File: src/rtl/fb_wr_sched.sv
// Frame-buffer DPRAM write scheduler: merges host pixel writes and a range-fill
// engine onto one paced write stream, alternating grants under contention.
module fb_wr_sched #(
    parameter int ADDR_W  = 20,
    parameter int DATA_W  = 8,
    parameter int FB_LAST = 172799,
    parameter int MIN_GAP = 2
) (
    input  logic              CLK,
    input  logic              RST,
    input  logic              H_REQ,
    input  logic [ADDR_W-1:0] H_ADDR,
    input  logic [DATA_W-1:0] H_DATA,
    output logic              H_ACK,
    output logic              H_ERR,
    input  logic              F_START,
    input  logic [ADDR_W-1:0] F_BASE,
    input  logic [ADDR_W-1:0] F_LAST,
    input  logic [DATA_W-1:0] F_DATA,
    output logic              F_BUSY,
    output logic              F_DONE,
    output logic              WR,
    output logic [ADDR_W-1:0] WADDR,
    output logic [DATA_W-1:0] DIN
);

    localparam int GAP_W = (MIN_GAP > 1) ? $clog2(MIN_GAP) : 1;
    localparam logic [ADDR_W-1:0] FB_LAST_A = ADDR_W'(FB_LAST);
    localparam logic [GAP_W-1:0]  GAP_LOAD  = GAP_W'(MIN_GAP - 1);

    typedef enum logic [0:0] {
        F_IDLE = 1'b0,
        F_RUN  = 1'b1
    } fill_state_t;

    fill_state_t       state_r;
    fill_state_t       next_state_s;
    logic [GAP_W-1:0]  gap_r;
    logic              prio_host_r;
    logic [ADDR_W-1:0] fill_ptr_r;
    logic [ADDR_W-1:0] fill_last_r;
    logic [DATA_W-1:0] fill_data_r;

    logic              slot_s;
    logic              host_elig_s;
    logic              fill_elig_s;
    logic              grant_host_s;
    logic              grant_fill_s;
    logic              host_bad_s;
    logic              fill_final_s;
    logic [ADDR_W-1:0] f_last_clamp_s;
    logic              f_load_s;
    logic              f_reject_s;

    function automatic logic [ADDR_W-1:0] clamp_last(input logic [ADDR_W-1:0] last);
        clamp_last = (last > FB_LAST_A) ? FB_LAST_A : last;
    endfunction

    // Issue-slot arbitration; H_ACK masks the host for the cycle after a grant.
    always_comb begin
        slot_s         = (gap_r == {GAP_W{1'b0}});
        host_elig_s    = H_REQ & ~H_ACK;
        fill_elig_s    = (state_r == F_RUN);
        host_bad_s     = (H_ADDR > FB_LAST_A);
        fill_final_s   = (fill_ptr_r == fill_last_r);
        f_last_clamp_s = clamp_last(F_LAST);
        grant_host_s   = 1'b0;
        grant_fill_s   = 1'b0;
        if (slot_s) begin
            if (host_elig_s && (!fill_elig_s || prio_host_r)) begin
                grant_host_s = 1'b1;
            end else begin
                grant_fill_s = fill_elig_s;
            end
        end else begin
            grant_host_s = 1'b0;
        end
    end

    // Fill FSM next state; commands arriving while running are ignored.
    always_comb begin
        next_state_s = state_r;
        f_load_s     = 1'b0;
        f_reject_s   = 1'b0;
        case (state_r)
            F_IDLE: begin
                if (F_START) begin
                    f_load_s = 1'b1;
                    if (F_BASE > f_last_clamp_s) begin
                        f_reject_s   = 1'b1;
                        next_state_s = F_IDLE;
                    end else begin
                        next_state_s = F_RUN;
                    end
                end else begin
                    next_state_s = F_IDLE;
                end
            end
            F_RUN: begin
                if (grant_fill_s && fill_final_s) begin
                    next_state_s = F_IDLE;
                end else begin
                    next_state_s = F_RUN;
                end
            end
            default: next_state_s = F_IDLE;
        endcase
    end

    // FSM state, pacing counter and round-robin pointer.
    always_ff @(posedge CLK or posedge RST) begin
        if (RST) begin
            state_r     <= F_IDLE;
            gap_r       <= {GAP_W{1'b0}};
            prio_host_r <= 1'b1;
        end else begin
            state_r <= next_state_s;
            if (grant_host_s || grant_fill_s) begin
                gap_r <= GAP_LOAD;
            end else if (!slot_s) begin
                gap_r <= gap_r - GAP_W'(1);
            end else begin
                gap_r <= gap_r;
            end
            if (grant_host_s) begin
                prio_host_r <= 1'b0;
            end else if (grant_fill_s) begin
                prio_host_r <= 1'b1;
            end else begin
                prio_host_r <= prio_host_r;
            end
        end
    end

    // Fill command registers and address pointer.
    always_ff @(posedge CLK or posedge RST) begin
        if (RST) begin
            fill_ptr_r  <= {ADDR_W{1'b0}};
            fill_last_r <= {ADDR_W{1'b0}};
            fill_data_r <= {DATA_W{1'b0}};
        end else if (f_load_s) begin
            fill_ptr_r  <= F_BASE;
            fill_last_r <= f_last_clamp_s;
            fill_data_r <= F_DATA;
        end else if (grant_fill_s) begin
            fill_ptr_r  <= fill_ptr_r + ADDR_W'(1);
        end else begin
            fill_ptr_r  <= fill_ptr_r;
        end
    end

    // Registered DPRAM write port and handshake outputs; an out-of-range host
    // grant consumes a slot but leaves WADDR/DIN untouched.
    always_ff @(posedge CLK or posedge RST) begin
        if (RST) begin
            WR     <= 1'b0;
            WADDR  <= {ADDR_W{1'b0}};
            DIN    <= {DATA_W{1'b0}};
            H_ACK  <= 1'b0;
            H_ERR  <= 1'b0;
            F_BUSY <= 1'b0;
            F_DONE <= 1'b0;
        end else begin
            WR     <= grant_fill_s | (grant_host_s & ~host_bad_s);
            H_ACK  <= grant_host_s;
            H_ERR  <= grant_host_s & host_bad_s;
            F_BUSY <= (next_state_s == F_RUN);
            F_DONE <= f_reject_s | (grant_fill_s & fill_final_s);
            if (grant_fill_s) begin
                WADDR <= fill_ptr_r;
                DIN   <= fill_data_r;
            end else if (grant_host_s && !host_bad_s) begin
                WADDR <= H_ADDR;
                DIN   <= H_DATA;
            end else begin
                WADDR <= WADDR;
                DIN   <= DIN;
            end
        end
    end

endmodule

File: config.mk
export PLATFORM = sky130hd
export DESIGN_NAME = fb_wr_sched
export DESIGN_NICKNAME = d
export VERILOG_FILES = /design/src/rtl/fb_wr_sched.sv
export SDC_FILE = /design/constraint.sdc
export NUM_CORES = 1
export LEC_CHECK = 0
export CAP_MARGIN = 20
export CORE_ASPECT_RATIO = 0.8
export CORE_MARGIN = 4
export CORE_UTILIZATION = 54
export CTS_BUF_LIST = sky130_fd_sc_hd__clkbuf_8 sky130_fd_sc_hd__clkbuf_16
export CTS_CLUSTER_DIAMETER = 30
export DETAILED_ROUTE_END_ITERATION = 10
export GPL_TIMING_DRIVEN = 0
export PLACE_DENSITY = 0.95
export SYNTH_ARGS = -nofsm -noshare
export SYNTH_HDL_FRONTEND = slang
export SYNTH_SLANG_ARGS = --single-unit
File: constraint.sdc
create_clock -name CLK -period 7.6 [get_ports CLK]
set_input_delay 1.14 -clock CLK [delete_from_list [all_inputs] [get_ports CLK]]
set_output_delay 1.14 -clock CLK [all_outputs]
set_load 0.01 [all_outputs]
==> summary.md <==
| Metric | Value |
|---|---|
| Total DRC errors in the routed layout | 0 |
| Number of top-level pins | 113 |
| Classification of the worst-slack hold path | reg2reg |
| Setup TNS | 0 ns |
| Number of buffers inserted by post-CTS setup repair | 0 |
| Via count | 4357 |
| Commonest non-fill, non-tap cells in the layout | sky130_fd_sc_hd__nand2_1, sky130_fd_sc_hd__clkdlybuf4s50_1, sky130_fd_sc_hd__dfrtp_1 |
| Unrepaired setup endpoints after global routing | false |
| Origin of the worst min-delay path | fill_data_r[3] |
| Inserted Diodes | 0 |
| Synth area leaders | sky130_fd_sc_hd__dfrtp_1, sky130_fd_sc_hd__nand2_1, sky130_fd_sc_hd__ha_1 |
| Flip-flop and latch count after synthesis | 83 |
| Vias in the first global route | 4401 |
| Leading area contributor after synthesis | sky130_fd_sc_hd__dfrtp_1 |
| # setup viols final | 0 |
| Via-per-instance ratio | 5.740 |
| Number of rows in the core area | 30 |
| Worst rel slew slack | 45.49% |
| Die Y | 91.22 um |
| Largest clock skew in the final design | 0.006803 ns |
| # resized after CTS | 0 |
| Post-synthesis cell type count | 52 |
| Transition at the pin with the smallest max-transition slack | 0.8114 ns |
| Final period utilization | 60.49% |
| Sinks on the clock net | 83 |
| Worst setup SP type | input pin |
| Area fraction of the dominant cell type after synthesis | 43.90% |
| Worst Setup SP | F_LAST[14] |
| Power per Cell Area | 330.7 nW/um^2 |
| Number of DRC violations after detailed-routing iteration 0 | 399 |
| GRT Overall Usage | 26.74% |
| Most common cell after layout, fill and taps aside | sky130_fd_sc_hd__nand2_1 |
| Routed wire length | 13.74 mm |
| Number of synthesized flops with an enable pin | 0 |
| Count of buffers from port buffering | 112 |
| First-pass GRT wire length | 21.61 mm |
| Clock latency reported for the late side of the worst-skew pair | 0.36 ns |
| CTS tree | done |
| Area growth from synthesis to final layout | 32.57% |
| Max-slew violations | 0 |
| Critical path peak fanout | 10 |
| Placed instance area | 5969 sq um |
| Half-perimeter wire length after placement | 10.56 mm |
| Average wire per cell in the routed design | 18.11 um |
| Initial antenna violation count | 0 |
| Number of levels in the clock H-tree | 3 |
| CP required | 7.86 ns |
| Non-filler instance count after layout | 759 |
| Synth async-reset ratio | 100.0% |
| Clock buffers created by TritonCTS | 9 |
| Post-route antenna net violation count | 0 |
| Max Cap Viol | 0 |
| Drt pass-1 iters | 5 |
| Pin count of the biggest net entering global routing | 72 |
| Cell leakage power | 2.739 nW |
| Finished Cell Area | 6197 sq um |
| Endpoints failing hold | 0 |
| Cell chosen for the clock root | sky130_fd_sc_hd__clkbuf_8 |
| Clock Tree Buf Depth | 2 |
| Combined area of all synthesized cells | 4674 sq um |
| Arr. time, crit path | 4.86 ns |
| Share of cells above drive strength 1 | 8.655% |
| Run status | complete, no violations |
| Cells after Synth | 517 |
| Critical register-to-register path startpoint | fill_ptr_r[15] |
| Most instantiated flip-flop cell in the synthesis netlist | sky130_fd_sc_hd__dfrtp_1 |
| Fill cell count | 620 |
| Worst Path Class, Setup | in2reg |
| Gp weighted congestion | 0.8658 |
| Die boundary width | 112.0 um |
| Number of warnings reported in the yosys synthesis log | 0 |
| Residual overflow from global routing | 0 |
| CP Capture Type | register |
| Nets@finish | 743 |
| Hold bufs inserted after CTS | 0 |
| Min Clock Period, post-route | 4.597 ns |
| Max rail drop VDD | 0.2205 mV |
| Peak clock frequency supported by timing | 217.5 MHz |
| Post-placement cell count | 743 |
| Initial standard-cell utilization of the core | 55.35% |
| Mean post-synth cell area | 9.042 sq um |
| Area of the die | 10220 sq um |
| Core ar. | 8446 sq um |
| Share of synthesized area occupied by flip-flops and latches | 44.46% |
| Clk slew on worst S/H paths | 0.08 ns |
## final cells by class
| class | instances | area (sq um) | share of cell area (%) |
|---|---|---|---|
| Buffer | 25 | 137.6 | 2.221 |
| Clock buffer | 11 | 151.4 | 2.443 |
| Clock inverter | 5 | 76.32 | 1.232 |
| Inverter | 10 | 40.04 | 0.6461 |
| Multi-Input combinational cell | 400 | 2425 | 39.13 |
| Sequential cell | 83 | 2078 | 33.54 |
| Tap cell | 112 | 140.1 | 2.261 |
| Timing Repair Buffer | 113 | 1149 | 18.53 |
## cells by family after synthesis
kind of cell             Yosys count  synth area share [%]
AND/OR/NAND/NOR                  243                 22.75
flip-flops                        83                 44.46
AO/OA/AOI/OAI                     76                 10.52
buffers and inverters             35                 3.747
XOR/XNOR                          32                 5.996
multiplexers                      26                 6.826
adder cells (fa/ha/maj)           21                 5.621
other                              1               0.08022
## power breakdown
| group | internal (W) | total, W | leakage [nW] | switching, W |
|---|---|---|---|---|
| logic | 0.000478 | 0.000901 | 1.62 | 0.000423 |
| clock network | 0.000201 | 0.000363 | 0.117 | 0.000162 |
| registers | 0.000629 | 0.000785 | 1.00 | 0.000156 |
| total | 0.00131 | 0.00205 | 2.74 | 0.000741 |
## path summary, 6_finish.rpt
kind	endpoint	slack, ns	cells after the start
max	F_BUSY	3.00	13
min	fill_data_r[3]	0.48	2
max reg2reg	F_BUSY	5.47	6
min reg2reg	fill_data_r[3]	0.48	2
max in group asynchronous	prio_host_r	5.93	3
min in group asynchronous	DIN[1]	1.04	2
## through the flow
stage / utilization [%] / total power, W / setup slack, ns / hold WS [ns]
finish: 73.38 / 0.002049 / 3.003 / 0.4832
global route: 73.38 / 0.002166 / 2.739 / 0.5103
CTS: 73.38 / 0.002044 / 3.069 / 0.4848
detailed placement: 70.68 / 0.001679 / 2.793 / 0.4635
global placement: 70.33 / 0.001628 / 2.977 / 0.4597
floorplan: - / 0.001308 / 3.978 / 0.4455
## sequential cells by signal, indices dropped and copies added, names as in the netlist
signal / count
H_ACK: 1
F_BUSY: 1
fill_ptr_r: 20
WADDR: 20
prio_host_r: 1
fill_last_r: 20
fill_data_r: 8
F_DONE: 1
DIN: 8
WR: 1
H_ERR: 1
gap_r: 1
## per-layer routing
metal  wire length [um]  global-route usage, %
met2               6802                  46.51
met1               5467                  33.71
met4                239                  6.507
met3               1233                  6.529
met5                  0                      0
## cell usage after synthesis (all sizes together), types with 10 or more instances
library cell / n
mux2: 26
o21ai: 28
inv: 10
a21oi: 18
dfrtp: 82
ha: 21
nor3: 10
nor2: 46
xnor2: 14
clkbuf: 16
xor2: 18
nand2: 139
## worst max-delay path, cell delays in order
cell and delay (ns):
sky130_fd_sc_hd__clkdlybuf4s50_1 0.49, sky130_fd_sc_hd__nor4_1 0.46, sky130_fd_sc_hd__a21boi_0 0.19, sky130_fd_sc_hd__o21ai_0 0.26
sky130_fd_sc_hd__a21o_1 0.31, sky130_fd_sc_hd__clkbuf_1 0.38, sky130_fd_sc_hd__nand2_1 0.13, sky130_fd_sc_hd__ha_1 0.31
sky130_fd_sc_hd__nand2_1 0.07, sky130_fd_sc_hd__o21ai_0 0.09, sky130_fd_sc_hd__a221oi_1 0.44, sky130_fd_sc_hd__o211ai_1 0.24
sky130_fd_sc_hd__a311oi_1 0.34
Note: power is estimated with default switching activity, not from simulation.
